## src/rtl/bresenham_pkg.sv

```systemverilog
// Shared types and helpers for the Bresenham occupancy-grid ray tracer.
package bresenham_pkg;

    localparam int DEF_COORD_W   = 8;
    localparam int DEF_LOGODDS_W = 8;

    typedef enum logic [2:0] {IDLE, WAIT_OCC, SETUP, READ, WRITE} state_t;

    typedef logic [DEF_COORD_W-1:0]          coord_t;
    typedef logic signed [DEF_LOGODDS_W-1:0] logodds_t;

    function automatic int sat_add(input int a, input int inc, input int lo, input int hi);
        int s;
        s = a + inc;
        if (s > hi) return hi;
        if (s < lo) return lo;
        return s;
    endfunction

endpackage

```

## src/rtl/bresenham_stepper.sv

```systemverilog
// Bresenham walk state: loads from endpoint/origin, steps one cell per advance toward the origin.
module bresenham_stepper #(
    parameter int COORD_W = 8
) (
    input  logic               clock,
    input  logic               reset,
    input  logic               load,
    input  logic               advance,
    input  logic [COORD_W-1:0] x0,
    input  logic [COORD_W-1:0] y0,
    input  logic [COORD_W-1:0] x1,
    input  logic [COORD_W-1:0] y1,
    output logic [COORD_W-1:0] x,
    output logic [COORD_W-1:0] y,
    output logic               last
);
    localparam int EW = COORD_W + 2;

    logic [COORD_W-1:0] adx, ady, rem, ld_adx, ld_ady, ld_max;
    logic               sx, sy;
    logic signed [EW-1:0] err;
    logic signed [EW:0]   e2, err_n;
    logic               step_x, step_y;

    always_comb begin
        ld_adx = (x0 >= x1) ? x0 - x1 : x1 - x0;
        ld_ady = (y0 >= y1) ? y0 - y1 : y1 - y0;
        ld_max = (ld_adx >= ld_ady) ? ld_adx : ld_ady;
        // e2 needs one more bit than err; both thresholds are taken from pre-update err
        e2     = {err, 1'b0};
        step_x = e2 > -$signed({3'b000, ady});
        step_y = e2 < $signed({3'b000, adx});
        err_n  = {err[EW-1], err};
        if (step_x) err_n = err_n - $signed({3'b000, ady});
        if (step_y) err_n = err_n + $signed({3'b000, adx});
    end

    assign last = (rem == COORD_W'(1));

    always_ff @(posedge clock) begin
        if (!reset) begin
            adx <= '0;
            ady <= '0;
            sx  <= 1'b0;
            sy  <= 1'b0;
            err <= '0;
            rem <= '0;
            x   <= '0;
            y   <= '0;
        end else if (load) begin
            adx <= ld_adx;
            ady <= ld_ady;
            sx  <= x0 > x1;
            sy  <= y0 > y1;
            err <= $signed({2'b00, ld_adx}) - $signed({2'b00, ld_ady});
            rem <= (ld_max == '0) ? COORD_W'(1) : ld_max;
            x   <= x1;
            y   <= y1;
        end else if (advance) begin
            if (step_x) x <= sx ? x + 1'b1 : x - 1'b1;
            if (step_y) y <= sy ? y + 1'b1 : y - 1'b1;
            err <= err_n[EW-1:0];
            rem <= rem - 1'b1;
        end
    end

endmodule

```

## src/rtl/bresenham_tracer.sv

```systemverilog
// Ray tracer: read-modify-write log-odds update from endpoint back to (not including) origin.
// Define BRESENHAM_STATS_EN to add the cells_written / sat_events counters.
module bresenham_tracer
    import bresenham_pkg::*;
#(
    parameter int COORD_W   = DEF_COORD_W,
    parameter int LOGODDS_W = DEF_LOGODDS_W,
    parameter int L_OCC     = 9,
    parameter int L_FREE    = -3,
    parameter int L_MAX     = 127,
    parameter int L_MIN     = -128
) (
    input  logic                   clock,
    input  logic                   reset,
    input  logic                   start,
    input  logic [COORD_W-1:0]     x0,
    input  logic [COORD_W-1:0]     y0,
    input  logic [COORD_W-1:0]     x1,
    input  logic [COORD_W-1:0]     y1,
    input  logic                   occupancy_busy,
    output logic                   busy,
    output logic                   done,
    output logic [2*COORD_W-1:0]   mem_addr,
    output logic                   mem_rd_en,
    input  logic [LOGODDS_W-1:0]   mem_rd_data,
    output logic                   mem_wr_en,
    output logic [LOGODDS_W-1:0]   mem_wr_data
`ifdef BRESENHAM_STATS_EN
    ,
    output logic [31:0]            cells_written,
    output logic [15:0]            sat_events
`endif
);
    state_t             state;
    logic [COORD_W-1:0] cx0, cy0, cx1, cy1, cur_x, cur_y;
    logic               first, last;
    int                 inc, clamped;

    bresenham_stepper #(.COORD_W(COORD_W)) u_stepper (
        .clock   (clock),
        .reset   (reset),
        .load    (state == SETUP),
        .advance (state == WRITE),
        .x0      (cx0),
        .y0      (cy0),
        .x1      (cx1),
        .y1      (cy1),
        .x       (cur_x),
        .y       (cur_y),
        .last    (last)
    );

    // Read data arrives in the WRITE cycle, so the write value is combinational
    always_comb begin
        inc     = first ? L_OCC : L_FREE;
        clamped = sat_add(int'($signed(mem_rd_data)) + 0, inc, L_MIN, L_MAX);
    end

    assign mem_wr_data = mem_wr_en ? LOGODDS_W'(clamped) : '0;
    assign mem_addr    = {cur_y, cur_x};

    always_ff @(posedge clock) begin
        if (!reset) begin
            state     <= IDLE;
            busy      <= 1'b0;
            done      <= 1'b0;
            mem_rd_en <= 1'b0;
            mem_wr_en <= 1'b0;
            first     <= 1'b0;
            cx0       <= '0;
            cy0       <= '0;
            cx1       <= '0;
            cy1       <= '0;
        end else begin
            case (state)
                IDLE: if (start) begin
                    cx0   <= x0;
                    cy0   <= y0;
                    cx1   <= x1;
                    cy1   <= y1;
                    busy  <= 1'b1;
                    state <= occupancy_busy ? WAIT_OCC : SETUP;
                end
                WAIT_OCC: if (!occupancy_busy) state <= SETUP;
                SETUP: begin
                    first     <= 1'b1;
                    mem_rd_en <= 1'b1;
                    state     <= READ;
                end
                READ: begin
                    mem_rd_en <= 1'b0;
                    mem_wr_en <= 1'b1;
                    done      <= last;
                    state     <= WRITE;
                end
                WRITE: begin
                    mem_wr_en <= 1'b0;
                    done      <= 1'b0;
                    first     <= 1'b0;
                    if (done) begin
                        busy  <= 1'b0;
                        state <= IDLE;
                    end else begin
                        mem_rd_en <= 1'b1;
                        state     <= READ;
                    end
                end
                default: state <= IDLE;
            endcase
        end
    end

`ifdef BRESENHAM_STATS_EN
    int raw_sum;
    assign raw_sum = int'($signed(mem_rd_data)) + inc;

    always_ff @(posedge clock) begin
        if (!reset) begin
            cells_written <= '0;
            sat_events    <= '0;
        end else if (mem_wr_en) begin
            if (cells_written != '1) cells_written <= cells_written + 1'b1;
            if (clamped != raw_sum) sat_events <= sat_events + 1'b1;
        end
    end
`endif

endmodule

```

## config.mk

```make
export PLATFORM = sky130hd
export DESIGN_NAME = bresenham_tracer
export DESIGN_NICKNAME = d
export VERILOG_FILES = /design/src/rtl/bresenham_pkg.sv /design/src/rtl/bresenham_stepper.sv /design/src/rtl/bresenham_tracer.sv
export SDC_FILE = /design/constraint.sdc
export NUM_CORES = 1
export LEC_CHECK = 0
export ABC_CLOCK_PERIOD_IN_PS = 8600
export CAP_MARGIN = 10
export CORE_MARGIN = 2
export CORE_UTILIZATION = 62
export DETAILED_ROUTE_END_ITERATION = 10
export PLACE_DENSITY = 0.85
export SLEW_MARGIN = 20
export SYNTH_ARGS = -nofsm -noshare
export SYNTH_HDL_FRONTEND = slang
export SYNTH_SLANG_ARGS = --single-unit
```

## constraint.sdc

```tcl
create_clock -name clock -period 8.6 [get_ports clock]
set_input_delay 1.72 -clock clock [delete_from_list [all_inputs] [get_ports clock]]
set_output_delay 1.72 -clock clock [all_outputs]
set_load 0.01 [all_outputs]
```

==> results.toml, run 1 <==
[outcome]
status = "finished clean"

[timing]
slew_headroom_pct = 24.2
finalClockSkew_ns = 0.0108
fmax_ghz = 0.129
finalSetupTns_ns = 0
finalCritPeriodShare_pct = 89.9
post-route-worst-setup-slack_ns = 0.866
finalHoldViolations = 0
final_max_slew_viol_count = 0
worst_pin_slew_ns = 1.13
rsz0062_at_grt = "no"
finalSetupViolations = 0
post-route-min-period_ns = 7.73
whs_ns = 0.470

[synth]
synth_seq_cells = 92
avgSynthCellArea_sq_um = 7.82
synth.cell_area_sq_um = 8160
synth_edf_count = 0
synthDistinctLibCells = 78
synthFlopType = "dfxtp_1"
synth_cells = 1043
async_flop_share_pct = 0
ys_seq_area_share_pct = 22.6
syn_nets = 1199
yosys_warnings = 0

[route]
drt-pass1-iter-count = 5
wirelength_microns = 20500
top_layer = "met4"
drc = 0
drtIter0Drc = 648
dr_total_vias = 7687
viasPerCell = 6.08
drt-met1-wl_microns = 8940
routed-wl-met3_microns = 1270
ant_nets = 0
wl_met2_microns = 9660
wire_per_inst_microns = 16.2

[layout]
drive_gt1_share_pct = 4.39
final_core_util_pct = 72.6
multi_input_comb_area_sq_um = 5810
register_area_sq_um = 1840
nFillCells = 1047
area_delta_synth_final_pct = 13.2
insertedDiodeCount = 0
fin_nets = 1244

[placed_design]
gp_congestion = 0.955
dp_hpwl_microns = 15500
io_buffers = 71
place_ws_ns = 0.875

[setup_path]
path_max_fanout = 7
worst-r2r-setup-slack_ns = 3.06
r2r_cells = 20
reg2reg_from = "u_stepper.ady[3]"
arrival_ns = 6.01
crit_required_ns = 6.88
crit_path_end_kind = "output pin"
setup.worst_path.start_class = "primary input"
r2r_end = "u_stepper.err[9]"
path_class = "in2out"

[hold_path]
whs_path_depth = 2
hold_start = "cy0[7]"
worstHoldPathType = "reg2reg"
hold_path_end = "cy0[7]"

[flow_run]
cap_violations = 0

[power_and_ir_drop]
ir_drop_v = 0.000152
power.total_mw = 2.79
leakage_nw = 3.81
pwr_density_cell_nw_per_um2 = 302

[clock_tree]
cts_buffer_depth = 2
cts_resized = 0
cts_sinks = 92
worstSkewPairLatency_ns = 0.35
path_clk_slew_ns = 0.06
root_buffer = "clkbuf_16"
cts_tree = "done"
cts_max_level = 3
hold_buffers = 0
cts_inserted_buffers = 9
cts_setup_buffers = 0

[die]
die_h_microns = 119
dieArea_sq_um = 14100
io_pins = 72
start_util_pct = 64.1
die_x_microns = 119
coreArea_sq_um = 12700
row_count = 41

[global_routing]
first_global_vias = 7361
grt_max_degree = 63
overflow = 0
grt.total_usage_pct = 29.7
antenna_found_initial = 0
grt_pass1_wl_microns = 34700
==> through the flow <==
| step | std cells | cell area (sq um) |
|---|---|---|
| finish | 1265 | 9240 |
| global route | 1265 | 9240 |
| CTS | 1265 | 9240 |
| detailed placement | 1249 | 8940 |
| global placement | 1249 | 8940 |
| floorplan | 1043 | 8160 |
==> where the power goes <==
part / total, mW / internal [mW] / switching [mW]
combinational: 1.84 / 0.746 / 1.10
clock: 0.404 / 0.234 / 0.170
sequential: 0.543 / 0.476 / 0.0671
==> metal layers <==
| layer | global-route usage (%) | up-vias |
|---|---|---|
| li1 | - | 3779 |
| met3 | 3.62 | 52 |
| met2 | 49.6 | 245 |
| met5 | 0 | - |
| met4 | 12.4 | 0 |
| met1 | 38.7 | 3611 |
==> cell usage in the layout (no fill, tap or decap), drive strengths merged, types with 18 or more instances in the layout <==
| master | n |
|---|---|
| a21oi | 115 |
| xnor2 | 29 |
| o21ai | 59 |
| fa | 19 |
| clkdlybuf4s50 | 71 |
| nor3 | 22 |
| dfxtp | 92 |
| inv | 86 |
| a211oi | 24 |
| mux2i | 19 |
| ha | 93 |
| xor2 | 18 |
| nor2 | 84 |
| nand2 | 126 |
| a21o | 22 |
==> how the worst max path moves through the flow <==
stage / to / depth (start not counted) / startpoint
CTS: mem_wr_data[5] / 14 / mem_rd_data[2]
global placement: mem_wr_data[4] / 14 / mem_rd_data[2]
global route: mem_wr_data[5] / 14 / mem_rd_data[2]
floorplan: mem_wr_data[2] / 12 / mem_rd_data[2]
finish: mem_wr_data[5] / 14 / mem_rd_data[2]
detailed placement: mem_wr_data[5] / 14 / mem_rd_data[2]
==> synth_stat cells (all sizes together) (3+ instances only) <==
cell type | n | area share (%)
fa | 19 | 4.7
nor4 | 8 | 0.69
a21oi | 115 | 7.1
xnor2 | 29 | 3.1
a221oi | 6 | 0.64
nand3 | 14 | 0.86
nor4b | 3 | 0.32
or2 | 4 | 0.31
a311oi | 3 | 0.40
o41ai | 3 | 0.32
or3 | 6 | 0.46
nand4 | 12 | 1.2
nand2 | 126 | 5.8
clkbuf | 32 | 1.5
nor2b | 12 | 0.92
o211ai | 6 | 0.55
inv | 86 | 4.0
ha | 93 | 14
mux2i | 19 | 2.3
and2 | 4 | 0.31
buf | 10 | 0.89
nor2 | 84 | 3.9
or4 | 3 | 0.28
and3 | 7 | 0.54
mux2 | 6 | 0.87
dfxtp | 92 | 23
o211a | 3 | 0.37
a21boi | 3 | 0.28
o21a | 12 | 1.1
o21ai | 59 | 3.7
o31ai | 6 | 0.55
o21bai | 8 | 0.78
nand3b | 4 | 0.37
a21o | 22 | 2.0
xor2 | 18 | 1.9
a31oi | 9 | 0.69
nand2b | 6 | 0.46
nor3 | 22 | 1.8
o31a | 4 | 0.43
a211oi | 24 | 2.6
o32ai | 3 | 0.32
a22oi | 13 | 1.2
==> cell type report <==
| class | count | area share, % |
|---|---|---|
| repair buffers | 76 | 8.10 |
| flip-flops and latches | 92 | 19.9 |
| inverters | 86 | 3.49 |
| multi-input cells | 823 | 62.9 |
| clock inverters | 5 | 0.663 |
| clock buffers | 11 | 2.63 |
| well taps | 172 | 2.33 |
==> cell families after synthesis <==
logic type	count (synthesis)	share of synthesized area [%]
mux	25	3.20
simple gates	322	18.9
fa+ha+maj	112	18.9
buf+inv	128	6.32
flops	92	22.6
compound gates	317	25.1
xor+xnor	47	5.04
==> registers in the layout, summed over array words and instances (netlist names), 3 cells and up <==
register / count
cx0: 8
u_stepper.y: 8
u_stepper.x: 8
cy1: 8
cx1: 8
state: 3
u_stepper.adx: 8
u_stepper.err: 10
u_stepper.rem: 8
u_stepper.ady: 8
cy0: 8
==> critical path, stage by stage <==
cell and delay, ns:
clkdlybuf4s50_1 0.41, ha_1 0.33, a311o_1 0.28, a21oi_1 0.23, o21bai_1 0.08, a21oi_1 0.33
inv_1 0.18, a21oi_1 0.20, fa_1 0.46, or3_1 0.39, o41ai_1 0.39, nand3b_1 0.23
o21ai_0 0.21, clkdlybuf4s50_1 0.56
(Power assumes the default switching activity.)
==> run 2, diff against run 1 <==
ABC_AREA = 1   (was not set)
==> run 2 against run 1 <==
Compared with the run above: global-route usage shrank 1.6 points; via count grew 6.3%; die area increased by 3.9%; worst hold slack improved by 0.0025 ns; sequential share of layout area shrank 0.66 points; synthesized cell count is 19% higher; register-to-register slack improved by 0.99 ns.
==> results.toml, run 2 <==
[clock_tree]
root_buffer = "clkbuf_16"
cts_inserted_buffers = 9
hold_buffers = 0
cts_buffer_depth = 2
cts_max_level = 3
path_clk_slew_ns = 0.07
cts_setup_buffers = 0
cts_resized = 0
cts_sinks = 92
cts_tree = "done"
worstSkewPairLatency_ns = 0.36

[layout]
final_cell_mix = "nand2_1, inv_1, a21oi_1"
area_delta_synth_final_pct = 12.6
final_common_cell = "nand2_1"
fin_nets = 1444
insertedDiodeCount = 0
regMostFlops = "u_stepper.err"
final_cells = 1469
drive_gt1_share_pct = 5.96
final_core_util_pct = 71.9
largest_register_ffs = 10

[timing]
whs_ns = 0.472
slew_headroom_pct = 27.3
final_max_slew_viol_count = 0
post-route-min-period_ns = 7.44
rsz0062_at_grt = "no"
fmax_ghz = 0.134
finalSetupViolations = 0
finalClockSkew_ns = 0.00762
finalSetupTns_ns = 0
worst_pin_slew_ns = 1.08
finalHoldViolations = 0
finalCritPeriodShare_pct = 86.5

[synth]
ys_top_cells_by_area = "dfxtp_1, ha_1, nand2_1, a21oi_1, inv_1"
yosys_warnings = 0
avgSynthCellArea_sq_um = 6.84
synth.cell_area_sq_um = 8490
synth_commonest_cells = "nand2_1, inv_1, a21oi_1"
synth_edf_count = 0
ys_seq_area_share_pct = 21.7
synthAdderAreaFrac_pct = 18.2
synthFlopType = "dfxtp_1"
synth_top_family_by_area = "simple AND/OR/NAND/NOR gates"
synth_cells = 1241
synthDistinctLibCells = 58
syn_nets = 1397
synth_seq_cells = 92
synth_xor_xnor_area_share_pct = 4.95
synth_top_area_share_pct = 21.7
synthMuxAreaShare_pct = 0
async_flop_share_pct = 0
yosys.area_share.simple_pct = 24.0
synth_compound_area_share_pct = 20.7
synth.most_common_cell = "nand2_1"
yosysTopAreaCell = "dfxtp_1"

[setup_path]
setup.worst_path.start_class = "primary input"
path_class = "in2out"
crit_required_ns = 6.88
crit_path_end_kind = "output pin"
cp_slowest_cell = "clkdlybuf4s50_1"
cp_slowest_stage_delay_ns = 0.92
arrival_ns = 5.72
cpMostUsedCell = "nand3_1"
path_cells = "clkdlybuf4s50_1, ha_1, a21oi_1, inv_1, a31oi_1, fa_1, nor4_1, nand3_1, nor3_1, nand3_1, nand2_2, nand3_1, a21oi_1, clkdlybuf4s50_1"
path_max_fanout = 11
worst-r2r-setup-slack_ns = 4.05

[global_routing]
grt.total_usage_pct = 28.1
overflow = 0
grt_use_met1_pct = 36.8
grt_pass1_wl_microns = 33800
busiest_layer = "met2"
antenna_found_initial = 0
first_global_vias = 7580
gr-usage-met2_pct = 46.5
grt_max_degree = 66
grtUsageMet3_pct = 4.98

[route]
viasPerCell = 5.56
drc = 0
wirelength_microns = 20200
wire_per_inst_microns = 13.7
dr_total_vias = 8173
ant_nets = 0
drtIter0Drc = 519
drt-pass1-iter-count = 5

[placed_design]
placed_cells = 1453
dp_hpwl_microns = 15100
io_buffers = 71
gp_congestion = 0.906

[die]
dieArea_sq_um = 14600
io_pins = 72
row_count = 42
die_h_microns = 121
start_util_pct = 63.9
coreArea_sq_um = 13300
die_x_microns = 121

[hold_path]
worstHoldPathType = "reg2reg"

[flow_run]
cap_violations = 0

[outcome]
status = "finished clean"
-- run 2: worst paths after layout --
check | from | to | cells after the start
setup / recovery | mem_rd_data[7] | mem_wr_data[2] | 14
hold / removal | cy0[7] | cy0[7] | 2
setup reg to reg | u_stepper.ady[1] | u_stepper.err[6] | 29
hold reg to reg | cy0[7] | cy0[7] | 2
-- run 2: through the flow --
step	setup slack [ns]	area (sq um)
4_1_cts	1.14	9560
5_1_grt	0.841	9560
6_report	1.16	9560
3_3_place_gp	1.32	9260
2_1_floorplan	2.50	8490
3_5_place_dp	1.17	9260
-- run 2: cells by family after synthesis --
logic type / count (synthesis)
xor+xnor: 48
simple gates: 452
buf+inv: 223
flops: 92
fa+ha+maj: 112
compound gates: 314
-- run 2: layer usage --
layer | up-vias | share of wire [%]
li1 | 4212 | -
met1 | 3736 | 47
met2 | 187 | 47
met3 | 38 | 4.1
met4 | 0 | 2.4
met5 | - | 0
-- run 2: layout make-up --
| cell class | instances | area [sq um] |
|---|---|---|
| fillers | 1113 | 3740 |
| well taps | 176 | 220 |
| flip-flops and latches | 92 | 1840 |
| inverters | 186 | 711 |
| multi-input cells | 926 | 5760 |
| clock buffers | 9 | 225 |
| clock inverters | 7 | 73.8 |
| repair buffers | 73 | 726 |
-- run 2: critical path: cells and delay by family --
| kind | cells | cell delay [ns] |
|---|---|---|
| AOI/OAI and AO/OA | 3 | 0.55 |
| adders and majority gates | 2 | 0.94 |
| and+or+nand+nor | 6 | 0.95 |
| buffers and inverters | 3 | 1.57 |
Power of run 2 is left out: the tool's default activity adds up to more than one toggle a clock period on the data nets, which glitch-free logic cannot reach.
==> run 3, diff against run 2 <==
CTS_CLUSTER_DIAMETER = 40   (was not set)
==> results of run 3 <==
Final layout, timing and power as in run 2 (identical DEF).
Power of run 3 is left out for the same reason.
